<file path="src/rtl/fetch_pkg.sv">
// Shared types and constants for the instruction prefetch slice.
// Latency: n/a (types only).
// Backpressure: n/a.
package fetch_pkg;

  // One buffered fetch result: the word and the address it came from.
  typedef struct packed {
    logic [31:0] pc;
    logic [31:0] instr;
  } fetch_entry_t;

  localparam int          INSTR_BYTES = 4;
  localparam logic [31:0] NOP_INSTR   = 32'h0000_0013;

  // Instruction fetches are always word aligned; low address bits are dropped.
  function automatic logic [31:0] word_align(input logic [31:0] addr);
    return {addr[31:2], 2'b00};
  endfunction

endpackage

</file>
<file path="src/rtl/naive_bus.sv">
// Simple split read/write bus between a master and a single slave.
// Latency: read data returns one cycle after the rd_req/rd_gnt edge.
// Backpressure: slave stalls a request by holding rd_gnt/wr_gnt low.
interface naive_bus;
  logic        rd_req;
  logic        rd_gnt;
  logic [3:0]  rd_be;
  logic [31:0] rd_addr;
  logic [31:0] rd_data;
  logic        wr_req;
  logic        wr_gnt;
  logic [3:0]  wr_be;
  logic [31:0] wr_addr;
  logic [31:0] wr_data;

  modport master (
    output rd_req, rd_be, rd_addr, wr_req, wr_be, wr_addr, wr_data,
    input  rd_gnt, rd_data, wr_gnt
  );

  modport slave (
    input  rd_req, rd_be, rd_addr, wr_req, wr_be, wr_addr, wr_data,
    output rd_gnt, rd_data, wr_gnt
  );
endinterface

</file>
<file path="src/rtl/fetch_fifo.sv">
// Synchronous FIFO of {pc, instr} entries with a flush that empties it in one edge.
// Latency: a pushed entry is visible at head the cycle after the push edge.
// Backpressure: push ignored when full, pop ignored when empty; flush overrides both.
module fetch_fifo
  import fetch_pkg::*;
#(
  parameter int DEPTH = 4
) (
  input  logic                       clk,
  input  logic                       rst_n,
  input  logic                       push,
  input  fetch_entry_t               wdata,
  input  logic                       pop,
  input  logic                       flush,
  output logic                       full,
  output logic                       empty,
  output logic [$clog2(DEPTH):0]     count,
  output fetch_entry_t               head
);

  localparam int            AW      = $clog2(DEPTH);
  localparam logic [AW:0]   PTR_ONE = (AW+1)'(1);

  // Pointers carry one extra wrap bit so full and empty are distinguishable.
  logic [AW:0]  wr_ptr_q, wr_ptr_d;
  logic [AW:0]  rd_ptr_q, rd_ptr_d;
  fetch_entry_t mem_q [DEPTH];
  logic         do_push, do_pop;

  assign empty   = (wr_ptr_q == rd_ptr_q);
  assign full    = (wr_ptr_q[AW] != rd_ptr_q[AW]) &&
                   (wr_ptr_q[AW-1:0] == rd_ptr_q[AW-1:0]);
  assign count   = wr_ptr_q - rd_ptr_q;
  assign do_push = push && !flush && !full;
  assign do_pop  = pop  && !flush && !empty;

  // Head reads zero when nothing is buffered so stale storage never leaks out.
  assign head = empty ? '0 : mem_q[rd_ptr_q[AW-1:0]];

  // Next pointer values: flush wins, otherwise push and pop advance independently.
  always_comb begin
    wr_ptr_d = wr_ptr_q;
    rd_ptr_d = rd_ptr_q;
    if (flush) begin
      wr_ptr_d = '0;
      rd_ptr_d = '0;
    end else begin
      if (do_push) wr_ptr_d = wr_ptr_q + PTR_ONE;
      if (do_pop)  rd_ptr_d = rd_ptr_q + PTR_ONE;
    end
  end

  // Pointer registers.
  always_ff @(posedge clk or negedge rst_n) begin
    if (!rst_n) begin
      wr_ptr_q <= '0;
      rd_ptr_q <= '0;
    end else begin
      wr_ptr_q <= wr_ptr_d;
      rd_ptr_q <= rd_ptr_d;
    end
  end

  // Entry storage; contents are don't-care until written because head is gated by empty.
  always_ff @(posedge clk) begin
    if (do_push) mem_q[wr_ptr_q[AW-1:0]] <= wdata;
  end

endmodule

</file>
<file path="src/rtl/instr_prefetch.sv">
// Sequential instruction prefetcher: issues word reads on naive_bus and buffers {pc, instr}.
// Latency: first out_valid two cycles after reset release with rd_gnt=1; one word per cycle after.
// Backpressure: stops requesting when buffered plus in-flight entries reach FIFO_DEPTH.
module instr_prefetch
  import fetch_pkg::*;
#(
  parameter logic [31:0] RESET_PC   = 32'h0000_0000,
  parameter int          FIFO_DEPTH = 4
) (
  input  logic             clk,
  input  logic             rst_n,
  naive_bus.master         bus,
  input  logic             redirect_valid,
  input  logic [31:0]      redirect_pc,
  output logic             out_valid,
  input  logic             out_ready,
  output logic [31:0]      out_pc,
  output logic [31:0]      out_instr
);

  localparam int          CW        = $clog2(FIFO_DEPTH);
  localparam logic [CW:0] DEPTH_OCC = (CW+1)'(FIFO_DEPTH);

  logic [31:0]  fetch_pc_q, fetch_pc_d;
  logic [31:0]  issued_pc_q, issued_pc_d;
  logic         inflight_q, inflight_d;
  logic         drop_q, drop_d;

  logic         rd_req;
  logic         grant;
  logic         push, pop;
  logic         fifo_full, fifo_empty;
  logic [CW:0]  fifo_count;
  logic [CW:0]  occupancy;
  fetch_entry_t push_entry;
  fetch_entry_t head_entry;
  logic         unused_wr_gnt;

  // Count the in-flight word as occupied so a returning response always has a slot.
  assign occupancy = fifo_count + {{CW{1'b0}}, inflight_q};
  assign rd_req    = rst_n && !redirect_valid && (occupancy < DEPTH_OCC);
  assign grant     = rd_req && bus.rd_gnt;

  assign bus.rd_req  = rd_req;
  assign bus.rd_addr = fetch_pc_q;
  assign bus.rd_be   = 4'hF;
  assign bus.wr_req  = 1'b0;
  assign bus.wr_be   = 4'h0;
  assign bus.wr_addr = 32'h0;
  assign bus.wr_data = 32'h0;
  assign unused_wr_gnt = bus.wr_gnt;

  // A redirect flushes the FIFO itself, so it also suppresses this cycle's push and pop.
  assign push       = inflight_q && !drop_q && !redirect_valid;
  assign pop        = out_valid && out_ready && !redirect_valid;
  assign push_entry = '{pc: issued_pc_q, instr: bus.rd_data};

  assign out_valid = !fifo_empty;
  assign out_pc    = head_entry.pc;
  assign out_instr = head_entry.instr;

  // Request/response bookkeeping: advance on grant, restart on redirect.
  always_comb begin
    fetch_pc_d  = fetch_pc_q;
    issued_pc_d = issued_pc_q;
    inflight_d  = grant;
    drop_d      = 1'b0;
    if (redirect_valid) begin
      fetch_pc_d = word_align(redirect_pc);
      drop_d     = inflight_q;
    end else if (grant) begin
      fetch_pc_d  = fetch_pc_q + 32'(INSTR_BYTES);
      issued_pc_d = fetch_pc_q;
    end
  end

  // Control registers.
  always_ff @(posedge clk or negedge rst_n) begin
    if (!rst_n) begin
      fetch_pc_q  <= RESET_PC;
      issued_pc_q <= 32'h0;
      inflight_q  <= 1'b0;
      drop_q      <= 1'b0;
    end else begin
      fetch_pc_q  <= fetch_pc_d;
      issued_pc_q <= issued_pc_d;
      inflight_q  <= inflight_d;
      drop_q      <= drop_d;
    end
  end

  fetch_fifo #(
    .DEPTH (FIFO_DEPTH)
  ) u_fifo (
    .clk   (clk),
    .rst_n (rst_n),
    .push  (push),
    .wdata (push_entry),
    .pop   (pop),
    .flush (redirect_valid),
    .full  (fifo_full),
    .empty (fifo_empty),
    .count (fifo_count),
    .head  (head_entry)
  );

  logic unused_full;
  assign unused_full = fifo_full;

endmodule

</file>
<file path="src/flat_wrapper.sv">
// flat-port wrapper written by rule: the top's interface ports become plain ports
module instr_prefetch_flat import fetch_pkg::*;
#(
  parameter logic [31:0] RESET_PC   = 32'h0000_0000,
  parameter int          FIFO_DEPTH = 4
)
  (clk, rst_n, redirect_valid, redirect_pc, out_valid, out_ready, out_pc, out_instr, bus_rd_req, bus_rd_be, bus_rd_addr, bus_wr_req, bus_wr_be, bus_wr_addr, bus_wr_data, bus_rd_gnt, bus_rd_data, bus_wr_gnt);
  naive_bus bus_i ();
  input  logic clk;
  input  logic rst_n;
  input  logic redirect_valid;
  input  logic [31:0] redirect_pc;
  output logic out_valid;
  input  logic out_ready;
  output logic [31:0] out_pc;
  output logic [31:0] out_instr;
  output wire logic [$bits(bus_i.rd_req)-1:0] bus_rd_req;
  output wire logic [$bits(bus_i.rd_be)-1:0] bus_rd_be;
  output wire logic [$bits(bus_i.rd_addr)-1:0] bus_rd_addr;
  output wire logic [$bits(bus_i.wr_req)-1:0] bus_wr_req;
  output wire logic [$bits(bus_i.wr_be)-1:0] bus_wr_be;
  output wire logic [$bits(bus_i.wr_addr)-1:0] bus_wr_addr;
  output wire logic [$bits(bus_i.wr_data)-1:0] bus_wr_data;
  input wire logic [$bits(bus_i.rd_gnt)-1:0] bus_rd_gnt;
  input wire logic [$bits(bus_i.rd_data)-1:0] bus_rd_data;
  input wire logic [$bits(bus_i.wr_gnt)-1:0] bus_wr_gnt;
  assign bus_rd_req = bus_i.rd_req;
  assign bus_rd_be = bus_i.rd_be;
  assign bus_rd_addr = bus_i.rd_addr;
  assign bus_wr_req = bus_i.wr_req;
  assign bus_wr_be = bus_i.wr_be;
  assign bus_wr_addr = bus_i.wr_addr;
  assign bus_wr_data = bus_i.wr_data;
  assign bus_i.rd_gnt = bus_rd_gnt;
  assign bus_i.rd_data = bus_rd_data;
  assign bus_i.wr_gnt = bus_wr_gnt;
  instr_prefetch #(.RESET_PC(RESET_PC), .FIFO_DEPTH(FIFO_DEPTH)) u_core (.clk(clk), .rst_n(rst_n), .bus(bus_i), .redirect_valid(redirect_valid), .redirect_pc(redirect_pc), .out_valid(out_valid), .out_ready(out_ready), .out_pc(out_pc), .out_instr(out_instr));
endmodule
</file>
<file path="config.mk">
export PLATFORM = sky130hd
export DESIGN_NAME = instr_prefetch_flat
export DESIGN_NICKNAME = d
export VERILOG_FILES = /design/src/rtl/fetch_pkg.sv /design/src/rtl/naive_bus.sv /design/src/rtl/fetch_fifo.sv /design/src/rtl/instr_prefetch.sv /design/src/flat_wrapper.sv
export SDC_FILE = /design/constraint.sdc
export NUM_CORES = 1
export LEC_CHECK = 0
export CAP_MARGIN = 20
export CELL_PAD_IN_SITES_DETAIL_PLACEMENT = 2
export CELL_PAD_IN_SITES_GLOBAL_PLACEMENT = 2
export CORE_UTILIZATION = 38
export DETAILED_ROUTE_END_ITERATION = 6
export PLACE_DENSITY = 0.79
export SETUP_SLACK_MARGIN = 0.5
export SLEW_MARGIN = 20
export SYNTH_ARGS = -nofsm -noshare
export SYNTH_HDL_FRONTEND = slang
export SYNTH_SLANG_ARGS = --single-unit
</file>
<file path="constraint.sdc">
create_clock -name clk -period 5.4 [get_ports clk]
set_clock_uncertainty 0.05 [all_clocks]
set_input_delay 1.08 -clock clk [delete_from_list [all_inputs] [get_ports clk]]
set_output_delay 1.08 -clock clk [all_outputs]
set_load 0.01 [all_outputs]
</file>
==> impl_metrics.ini, run 1 <==
[finish]
num_antenna_cells = 0
syn_to_final_growth_pct = 22.6
final_common_cell = edfxtp_1
final_cell_mix = edfxtp_1, clkdlybuf4s50_1, conb_1
final_layout_size_suffix_gt1_share_pct = 15.8
num-nets-final = 1067

[synthesis]
synth_top_area_share_pct = 55.3
synth_area_leader_cell = edfxtp_1
ys_seq_area_share_pct = 68.0
synth_area_leaders = edfxtp_1, dfrtp_1, mux4_2
syn_inst = 818
synth_cell_types = 56
netlist_area_sq_mm = 0.0135
synth_edf_count = 248
synthFlopType = edfxtp_1
synth_seq_cells = 316
yosys_warnings = 0
syn_avg_cell_area_sq_um = 16.5
synthArstFlopShare_pct = 21.5

[setup_path]
reg2reg_slack_ps = 2410
startpoint_type = flop
crit_required_ps = 4270
worst_path_max_delay_cell = clkdlybuf4s50_1
cp_common_cell = ha_1
critical_path_class = flop to primary output
end_kind = primary output
crit_chain = inv_1 > ha_1 > ha_1 > and3b_1 > o211a_1 > nor2_4 > clkinv_1 > clkdlybuf4s50_1
path_max_fanout = 12
arrival_ps = 3470
crit_path_max_incr_delay_ps = 580

[floorplanning]
dieWidth_um = 190
coreArea_sq_mm = 0.0347
rows = 68
die_h_um = 190
dieArea_sq_mm = 0.0362
boundaryPins = 241
start_util_pct = 38.8

[place]
globalplace.congestion = 0.758
hpwl_um = 20800
dp_slack_ps = 538
port_buffers = 160

[timing]
worst_slack_ps = 800
finalHoldViolCount = 0
period_minus_slack_ps = 4600
maxSlewViolCount = 0
fin_setup_tns_ps = 0
finalCritPeriodShare_pct = 85.2
max_slew_margin_pct = 28.4
worst_slew_pin_slew_ps = 1060
setup_viol = 0
hold_slack_ps = 449
rsz0062_at_grt = false
fmax_mhz = 217

[clock_tree]
clock-root-buffer = clkbuf_16
numCtsBuffers = 36
cts_tree = yes
htreeDepth = 2
cts_sinks = 316
insertion_delay_ps = 520
postCtsSetupRepairBufs = 0
cts.reportedPaths.clkPinSlew_ps = 60
ctsResizeCount = 1
ctsLongestPathBuffers = 3
hold_buffers = 0

[detailed_routing]
dr.pass1.iters = 4
vias_per_cell = 5.10
drtIter0Drc = 332
wl_um = 33500
avgRoutedWirePerCell_um = 22.8
vias = 7504
drc = 0
antenna_left = 0

[global_route]
grt_pass1_vias = 8369
grt_pass1_wl_um = 51200
use_met2_pct = 32.8
grt_usage_pct = 18.8
grt_max_degree = 66
use_met1_pct = 24.5
grt-ovfl-total = 0
grt.met3_usage_pct = 3.00
antenna_found_initial = 0
busiest_layer = met2

[job]
cap_viol_max_count = 0

[outcome]
status = complete, no violations

[min_path]
hold_class = input pin to async pin

[pwr]
ir_drop_uv = 182
power_density_mw_per_mm2 = 373
p_leak_nw = 5.68
==> final cells by class <==
class                           count  area, sq um
Multi-Input combinational cell    447         3840
Clock buffer                       48          967
Timing Repair Buffer              170         1670
Inverter                           17         63.8
Clock inverter                     17          236
Fill cell                        3250        18200
Tap cell                          455          569
Sequential cell                   316         9160
==> through the flow <==
stage	power, mW	utilization, %	instance area, sq um	cells
2_1_floorplan	3.36	-	13700	893
3_3_place_gp	3.67	44.1	15300	1405
3_5_place_dp	3.72	44.1	15300	1405
4_1_cts	6.23	47.5	16500	1470
5_1_grt	6.38	47.6	16500	1470
6_report	6.15	47.6	16500	1470
==> per-layer routing <==
layer  up-vias  wire length (um)
li1       3315                 -
met1      3945             14400
met2       201             17200
met3        43              1300
met4         0               592
met5         -                 0
==> cells in the mapped netlist, types with 6 or more instances <==
| cell | n |
|---|---|
| o2111ai_1 | 7 |
| buf_4 | 77 |
| or4_1 | 6 |
| inv_1 | 15 |
| a31oi_1 | 9 |
| nand2_1 | 35 |
| clkbuf_1 | 27 |
| nand3_1 | 11 |
| dfrtp_1 | 68 |
| xnor2_1 | 12 |
| buf_1 | 6 |
| and2_1 | 69 |
| mux4_2 | 62 |
| nand4_1 | 9 |
| xor2_1 | 6 |
| nor2_1 | 17 |
| ha_1 | 9 |
| mux2_2 | 25 |
| o21ai_0 | 22 |
| edfxtp_1 | 248 |
==> kinds of logic (layout without fill, tap and decap cells) <==
| group | after synthesis | count (layout) | share of synthesized area (%) |
|---|---|---|---|
| xor gates and xnor gates | 19 | 19 | 1.35 |
| other | 2 | 77 | 0.0558 |
| adders and majority gates | 9 | 9 | 0.837 |
| DFF | 316 | 316 | 68.0 |
| muxes | 92 | 92 | 12.8 |
| AOI/OAI and AO/OA | 71 | 71 | 3.63 |
| and+or+nand+nor | 179 | 179 | 7.53 |
| buffers and inverters | 130 | 252 | 5.80 |
==> worst paths after layout <==
kind / from / endpoint / cells past startpoint
worst min register to register: u_core.issued_pc_q[2] / u_core.u_fifo.mem_q[2][34] / 0
worst min-delay path: rst_n / u_core.u_fifo.rd_ptr_q[1] / 1
max in group asynchronous: rst_n / u_core.bus.rd_addr[6] / 2
worst max-delay path: u_core.u_fifo.rd_ptr_q[1] / bus_rd_req / 8
worst max register to register: u_core.u_fifo.rd_ptr_q[1] / u_core.bus.rd_addr[7] / 9
min in group clk: u_core.issued_pc_q[2] / u_core.u_fifo.mem_q[2][34] / 0
==> state kept, by name, summed over array words and instances, names as in the netlist <==
signal and flops:
u_core.bus.rd_addr 30, u_core.drop_q 1, u_core.inflight_q 1, u_core.issued_pc_q 30, u_core.u_fifo.mem_q 248, u_core.u_fifo.rd_ptr_q 3
u_core.u_fifo.wr_ptr_q 3
==> report_power, final <==
group,switching [mW],internal (mW)
registers,0.139,2.80
clock network,0.946,1.55
logic,0.344,0.371
==> worst max-delay path: cells and delay by family (launching register included) <==
family	cells	cell delay, ps
flip-flops	1	470
buffers and inverters	3	1010
AO/OA/AOI/OAI	1	330
adder cells (fa/ha/maj)	2	570
AND/OR/NAND/NOR	2	570
Power figures use the tool's default switching activity.
==> run 2: changes to the inputs <==
Settings changed: CORE_UTILIZATION 38 to 34, PLACE_DENSITY 0.79 to 0.75.
Clock period 5.4 ns to 3.9 ns, I/O delays scaled along.
==> run 2 against run 1 <==
Compared with the run above: routed wire length grew 5.3%; first-iteration DRC count shrank 4.8%; clock power up 37%; core utilization decreased by 3.6 points; total power is 39% higher; sequential share of layout area fell by 1.8 points; sequential power grew 39%; global-route usage shrank 1.1 points; combinational power increased by 49%; critical endpoint unchanged; largest cell class unchanged.
==> impl_metrics.ini, run 2 (synthesized netlist as in run 1, its figures left out) <==
[setup_path]
path_depth = 8
reg2reg_slack_ps = 620
path_max_fanout = 5
cp_common_cell = ha_1
worstRegToRegCells = 9
crit_chain = inv_1 > ha_1 > ha_1 > and3b_2 > o211a_4 > nor2_4 > clkinv_2 > clkbuf_2
startpoint_type = flop
crit_buf_inv = 3
worst_path_max_delay_cell = dfrtp_4
r2r_start = u_core.u_fifo.rd_ptr_q[1]
reg2reg_to = u_core.issued_pc_q[14]
end_kind = primary output
arrival_ps = 2500
crit_family = adder cells
crit_required_ps = 3070
crit_path_max_incr_delay_ps = 490
critical_path_class = flop to primary output

[timing]
worst_slew_pin_slew_ps = 988
max_slew_margin_pct = 33.5
setup_viol = 0
maxSlewViolCount = 0
period_minus_slack_ps = 3330
finalCritPeriodShare_pct = 85.3
rsz0062_at_grt = true
fin_setup_tns_ps = 0
finalHoldViolCount = 0
fmax_mhz = 301

[detailed_routing]
drtIter0Drc = 316
vias = 7626
drc = 0
avgRoutedWirePerCell_um = 22.6
dr.pass1.iters = 4
antenna_left = 0
wl_um = 35200
vias_per_cell = 4.89

[finish]
final_layout_size_suffix_gt1_share_pct = 18.8
final_cell_mix = edfxtp_1, clkdlybuf4s50_1, conb_1
fillCellCount = 3702
largest_register_ffs = 248
multi_input_area_sq_mm = 0.00386
num-nets-final = 1096
num_antenna_cells = 0
final_common_cell = edfxtp_1
syn_to_final_growth_pct = 26.9
seq_area_sq_mm = 0.00916

[floorplanning]
die_h_um = 201
boundaryPins = 241
dieWidth_um = 201
rows = 72
coreArea_sq_mm = 0.0388
start_util_pct = 34.7
dieArea_sq_mm = 0.0404

[clock_tree]
cts_sinks = 316
insertion_delay_ps = 520
hold_buffers = 0
htreeDepth = 2
numCtsBuffers = 37
clock-root-buffer = clkbuf_16
cts_tree = yes
ctsLongestPathBuffers = 3
cts.reportedPaths.clkPinSlew_ps = 60

[min_path]
worstHoldStart = u_core.inflight_q
hold_class = flop to flop
whs_path_depth = 2
whs_endpoint = u_core.drop_q

[global_route]
grt_pass1_wl_um = 54100
grt-ovfl-total = 0
grt_pass1_vias = 8601
grt_max_degree = 69
antenna_found_initial = 0
grt_usage_pct = 17.7

[pwr]
seqPwrFrac_pct = 47.6
power_density_mw_per_mm2 = 501
pwr-share-comb_pct = 12.4
p_clk_share_pct = 40.0
p_int_mw = 6.55
ir_drop_uv = 221
p_sw_share_pct = 23.5
p_sw_mw = 2.02
finalPower_mw = 8.56
p_leak_nw = 6.41

[place]
hpwl_um = 22800
port_buffers = 160
globalplace.congestion = 0.748

[job]
cap_viol_max_count = 0

[outcome]
status = complete, no violations
-- run 2: cell types whose count changed in the layout (fill, tap and decap cells not counted), moves of 2 or more --
| cell | change |
|---|---|
| clkbuf_1 | -3 |
| buf_4 | +8 |
| clkbuf_16 | +2 |
| buf_12 | +14 |
| and2_4 | +2 |
| bufinv_16 | -2 |
| buf_16 | +3 |
| clkinv_4 | +2 |
| and2_1 | -2 |
| dlymetal6s2s_1 | +19 |
| dlygate4sd2_1 | +43 |
| clkdlybuf4s50_1 | -63 |
-- run 2: repair_timing --
item / CTS / global route
buffers inserted: 5 / 3
setup endpoints to repair: 63 / 20
resized for setup: 68 / 23
gates cloned: 2 / 0
pin swaps: 0 / 1
-- run 2: tightest hold or removal path: cells and delay by family (launching register included) --
| kind | cells | cell delay [ps] |
|---|---|---|
| and+or+nand+nor | 1 | 90 |
| DFF | 1 | 320 |
| buffers and inverters | 1 | 60 |
-- run 2: how the worst max path moves through the flow --
stage	slack (ps)	from	to
floorplan	590	u_core.u_fifo.rd_ptr_q[1]	bus_rd_req
global placement	430	redirect_valid	bus_rd_req
detailed placement	430	redirect_valid	bus_rd_req
CTS	380	u_core.u_fifo.rd_ptr_q[1]	bus_rd_req
global route	480	u_core.u_fifo.rd_ptr_q[1]	bus_rd_req
finish	570	u_core.u_fifo.rd_ptr_q[1]	bus_rd_req
-- run 2: final cells by class --
| type | count | area share (%) |
|---|---|---|
| clock inverter | 15 | 1.06 |
| timing repair buffer | 198 | 12.6 |
| sequential | 316 | 53.6 |
| clock buffer | 48 | 5.97 |
| tap | 518 | 3.80 |
| inverter | 17 | 0.381 |
| multi-input combinational | 447 | 22.6 |
-- run 2: stage by stage --
step	util (%)	hold slack (ps)	area, sq um	cells	setup WS, ps
after floorplan	-	409	13800	893	594
after global placement	40.2	429	15600	1486	427
after detailed placement	40.2	437	15600	1486	426
after CTS	43.8	449	17000	1556	384
after global routing	44.0	496	17100	1559	477
final	44.0	461	17100	1559	573
-- run 2: per-layer routing --
| metal | GRT usage [%] | share of wire, % | vias up |
|---|---|---|---|
| met3 | 2.76 | 3.5 | 48 |
| met5 | 0 | 0 | - |
| met1 | 22.7 | 43 | 3995 |
| li1 | - | - | 3384 |
| met4 | 4.09 | 1.7 | 0 |
| met2 | 31.3 | 52 | 199 |
-- run 2: power groups by stage --
stage	clock, mW	sequential (mW)	combinational [mW]
floorplan	0	4.07	0.575
global placement	0	4.11	0.998
detailed placement	0	4.14	1.03
CTS	3.51	4.08	1.09
global route	3.62	4.10	1.15
finish	3.42	4.08	1.07
==> variant 1, RTL diff (settings of run 1) <==
`FIFO_DEPTH` is set to 4 in 2 places; all go to 8.
--- a/src/rtl/instr_prefetch.sv
+++ b/src/rtl/instr_prefetch.sv
@@ -5,7 +5,7 @@
   import fetch_pkg::*;
 #(
   parameter logic [31:0] RESET_PC   = 32'h0000_0000,
-  parameter int          FIFO_DEPTH = 4
+  parameter int          FIFO_DEPTH = 8
 ) (
   input  logic             clk,
   input  logic             rst_n,
--- a/src/flat_wrapper.sv
+++ b/src/flat_wrapper.sv
@@ -2,7 +2,7 @@
 module instr_prefetch_flat import fetch_pkg::*;
 #(
   parameter logic [31:0] RESET_PC   = 32'h0000_0000,
-  parameter int          FIFO_DEPTH = 4
+  parameter int          FIFO_DEPTH = 8
 )
   (clk, rst_n, redirect_valid, redirect_pc, out_valid, out_ready, out_pc, out_instr, bus_rd_req, bus_rd_be, bus_rd_addr, bus_wr_req, bus_wr_be, bus_wr_addr, bus_wr_data, bus_rd_gnt, bus_rd_data, bus_wr_gnt);
   naive_bus bus_i ();
Function: no difference found for any inputs over 4 cycles, from zero or initial values and one cycle with rst_n low; that may be too few to reach the edited logic, so the function may still have changed.
==> variant 1 against run 1 <==
Fmax is 0.78% lower; sequential power up 78%; worst hold slack got worse by 0.24 ns; the flow now finishes with violations (DRC); combinational power increased by 35%; synthesized area increased by 70%; count of clock-buffer cells in the layout rose by 26; utilization is 1.8 points lower; via count rose by 65%; design area rose by 65%; wire length grew 81%; sequential cell count rose by 250; setup slack got worse by 0.036 ns; total power increased by 66%.
==> variant 1: results (changes against run 1) <==
status complete, but fails checks (was finished, final reports clean); failing checks DRC; Synth top cells by count 496 x edfxtp_1, 249 x nand2_1, 124 x mux4_2 (was 248 x edfxtp_1, 77 x buf_4, 69 x and2_1); Crit path arrival time 3.51 ns (was 3.47 ns); layout cells sized above 1 0.168 (was 0.158); vias in the first global route 13900 (was 8369); filler cell count 5491 (was 3250); Cell variety after synth 52 (was 56); largest cells by area after synthesis edfxtp_1 65%, mux4_2 12%, dfrtp_1 7.6%, nand2_1 4.1%, buf_4 2.6% (was edfxtp_1 55%, dfrtp_1 13%, mux4_2 10%, buf_4 4.3%, and2_1 3.2%); Avg Vias per Cell 5.27 (was 5.10); Cells after Synth 1351 (was 818); slowest cell on the critical path dfrtp_1 (was clkdlybuf4s50_1); post-synthesis mux area share 0.125 (was 0.128); clock latency on the worst-skew pair 0.63 ns (was 0.52 ns); register area share after synthesis 0.726 (was 0.680); largest net degree at the start of global routing 128 (was 66); Synth Area in XOR/XNOR 0.0103 (was 0.0135); Pre-Repair DR Iteration Count 7 (was 4); initial antenna violation count 4 (was 0); static leakage power 9.01 nW (was 5.68 nW); Met3 Routed Length 2240 um (was 1300 um); Compound-Gate Fraction of Synth Area 0.0331 (was 0.0363); post-place setup slack 1.14 ns (was 0.538 ns); worst slew pin tran 1.01 ns (was 1.06 ns); routed vias 12400 (was 7504); DRC viols 3 (was 0); Post-Synth Adder-Cell Area 0.00437 (was 0.00837); Met1 Routed Length 25600 um (was 14400 um); number of CTS-inserted buffers 59 (was 36); max reg flops 496 (was 248); first-pass GRT wire length 90300 um (was 51200 um); Placed Area 25300 um^2 (was 15300 um^2); sequential share of power 0.514 (was 0.478); CP top delay family flip-flops (was buffers and inverters); Max VDD drop 0.224 mV (was 0.182 mV); Area Growth Syn to Fin 18.6% (was 22.6%)
-- variant 1: changes by cell type after synthesis, moves of 7 or more --
cell,before,now
edfxtp_1,248,496
o2111ai_1,7,0
clkbuf_1,27,48
a21oi_1,4,71
mux4_2,62,124
nand2_1,35,249
and2_1,69,0
buf_2,3,11
mux2_2,25,5
-- variant 1: cell type report --
type / count / area share
Clock buffer: 74 / 0.0583
Clock inverter: 36 / 0.0117
Inverter: 12 / 0.00166
Multi-Input combinational cell: 702 / 0.210
Sequential cell: 566 / 0.613
Tap cell: 773 / 0.0356
Timing Repair Buffer: 186 / 0.0697
-- variant 1: worst register-to-register path, cell delays in order, from the launching register on --
cell and delay [ns]:
dfrtp_1 0.59, ha_1 0.34, ha_1 0.22, a21oi_1 0.49
nand4_1 0.65, a2111oi_0 0.80, xnor2_1 0.19, o21ai_0 0.09
-- variant 1: worst paths after layout --
check,from,to,slack [ns],cells past startpoint
max,u_core.u_fifo.wr_ptr_q[1],bus_rd_req,0.76,7
min,rst_n,u_core.bus.rd_addr[27],0.21,1
max reg2reg,u_core.u_fifo.wr_ptr_q[1],u_core.bus.rd_addr[17],1.85,7
min reg2reg,u_core.u_fifo.wr_ptr_q[3],u_core.u_fifo.wr_ptr_q[3],0.49,1
max in group asynchronous,rst_n,u_core.u_fifo.rd_ptr_q[0],3.93,2
min in group clk,u_core.u_fifo.wr_ptr_q[3],u_core.u_fifo.wr_ptr_q[3],0.49,1
-- variant 1: per-layer routing --
| metal | vias up | GRT usage |
|---|---|---|
| met4 | 6 | 0.0502 |
| met2 | 258 | 0.351 |
| met1 | 6652 | 0.261 |
| met3 | 80 | 0.0285 |
| met5 | - | 0 |
| li1 | 5386 | - |
==> variant 2, RTL diff (config.mk and constraints of run 1) <==
Made on the original files. Reset style: synchronous (`rst_n`), changed in 2 clocked blocks.
--- a/src/rtl/fetch_fifo.sv
+++ b/src/rtl/fetch_fifo.sv
@@ -51,7 +51,7 @@
   end
 
   // Pointer registers.
-  always_ff @(posedge clk or negedge rst_n) begin
+  always_ff @(posedge clk) begin
     if (!rst_n) begin
       wr_ptr_q <= '0;
       rd_ptr_q <= '0;
--- a/src/rtl/instr_prefetch.sv
+++ b/src/rtl/instr_prefetch.sv
@@ -75,7 +75,7 @@
   end
 
   // Control registers.
-  always_ff @(posedge clk or negedge rst_n) begin
+  always_ff @(posedge clk) begin
     if (!rst_n) begin
       fetch_pc_q  <= RESET_PC;
       issued_pc_q <= 32'h0;
Behaviour: differs if rst_n is asserted again (counterexample within 4 cycles, from zero or initial values and one cycle with rst_n low); with rst_n held inactive, the same outputs for 4 cycles.
==> variant 2 against run 1 <==
Wire length decreased by 1.0%; synthesized area is 2.1% lower; sequential cell count is 2 higher; count of clock-buffer cells in the layout grew 2; worst hold slack worse by 0.012 ns; design area down 1.8%; setup slack improved by 0.47 ns; die area fell by 2.1%; critical path depth fell by 1; register-to-register slack got worse by 0.47 ns; first-iteration DRC count increased by 34%; critical path type unchanged.
Power is not compared: it rests on default switching activity, and its combinational part moved more than twofold at a synthesized area within 25%.
==> variant 2: results (changes against run 1) <==
drt total wl 33100 um (was 33500 um); Synth top cells by count 248 x edfxtp_1, 78 x buf_4, 77 x nand2_1 (was 248 x edfxtp_1, 77 x buf_4, 69 x and2_1); Crit path arrival time 3.00 ns (was 3.47 ns); Detailed Place HPWL 20200 um (was 20800 um); Root Buffer clkbuf_16 (unchanged); Placed Area 14900 um^2 (was 15300 um^2); CTS max path bufs 3 (unchanged); Seq group between 0.002 and 0.003 W; filler cell count 3215 (was 3250); status finished, final reports clean (unchanged); # diodes 0 (unchanged); Mapped Avg Cell Area 15.2 um^2 (was 16.5 um^2); post_cts resized 0 (was 1); slowest cell on the critical path clkdlybuf4s50_1 (unchanged); 1st-iter DRT viols 445 (was 332); register area share after synthesis 0.671 (was 0.680); Avg Vias per Cell 5.13 (was 5.10); Post-synth EDFFs 248 (unchanged); Cell variety after synth 45 (was 56); combinational cell power about 0.00024 W; nets@finish 1107 (was 1067); max incr delay on CP 0.61 ns (was 0.58 ns); number of CTS-inserted buffers 37 (was 36); Tot GR Track Use 0.191 (was 0.188); worst slew pin tran 1.06 ns (about the same); GPL Wtd Cong 0.763 (was 0.758); post-route insts no fill 1505 (was 1470); layout cells sized above 1 0.124 (was 0.158); # placed instances 1437 (was 1405); post-place setup slack 1.26 ns (was 0.538 ns); largest cells by area after synthesis edfxtp_1 56%, dfxtp_1 11%, mux4_2 11%, buf_4 4.4%, and2_1 3.2% (was edfxtp_1 55%, dfrtp_1 13%, mux4_2 10%, buf_4 4.3%, and2_1 3.2%); Reg2Reg Depth 8 (was 9); HP Class reg2reg (was in2async); Fin Setup TNS 0 ns (unchanged); Worst Path Max Fanout 4 (was 12); ys async rst share 0 (was 0.215); first-pass GRT wire length 51900 um (was 51200 um); vias in the first global route 8613 (was 8369); R2R Path Start u_core.u_fifo.rd_ptr_q[1] (unchanged)
-- variant 2: changes by cell type in the layout (fill, tap and decap cells not counted), moves of 10 or more --
cell,before,now
mux2_2,25,0
a21oi_1,4,37
nand2_1,35,77
dfxtp_1,0,68
o21ai_0,21,31
a31oi_1,9,20
dfrtp_1,66,0
-- variant 2: layout make-up --
type | instances | area, um^2 | share of cell area
repair buffers | 165 | 1650 | 0.102
inverters | 12 | 45.0 | 0.00278
clock inverters | 18 | 236 | 0.0146
multi-input cells | 494 | 3830 | 0.236
clock buffers | 50 | 1030 | 0.0634
flip-flops and latches | 318 | 8860 | 0.547
well taps | 448 | 561 | 0.0346
-- variant 2: logic make-up after synthesis --
logic type                 after synthesis  share of synthesized area
DFF                                    318                      0.671
AOI/OAI and AO/OA                      115                     0.0534
muxes                                   63                      0.107
other                                    2                   0.000570
buffers and inverters                  132                     0.0605
and+or+nand+nor                        216                     0.0887
xor gates and xnor gates                14                     0.0103
adders and majority gates                9                    0.00854
-- variant 2: routing by layer --
layer,vias to the layer above,global-route usage,share of wire
li1,3470,-,-
met1,4004,0.257,0.45
met2,209,0.317,0.49
met3,37,0.0380,0.050
met4,0,0.0432,0.016
met5,-,0,0
-- variant 2: worst paths after layout --
| check | endpoint | slack, ns |
|---|---|---|
| max | bus_rd_req | 1.27 |
| min | u_core.drop_q | 0.44 |
| max reg2reg | u_core.bus.rd_addr[19] | 1.94 |
| min reg2reg | u_core.drop_q | 0.44 |
-- variant 2: worst reg2reg max path, delay by kind of cell (launching register included) --
family                     cells  cell delay, ns
AOI/OAI and AO/OA              2            0.68
adders and majority gates      2            0.64
buffers and inverters          1            0.05
DFF                            1            0.35
and+or+nand+nor                3            1.62
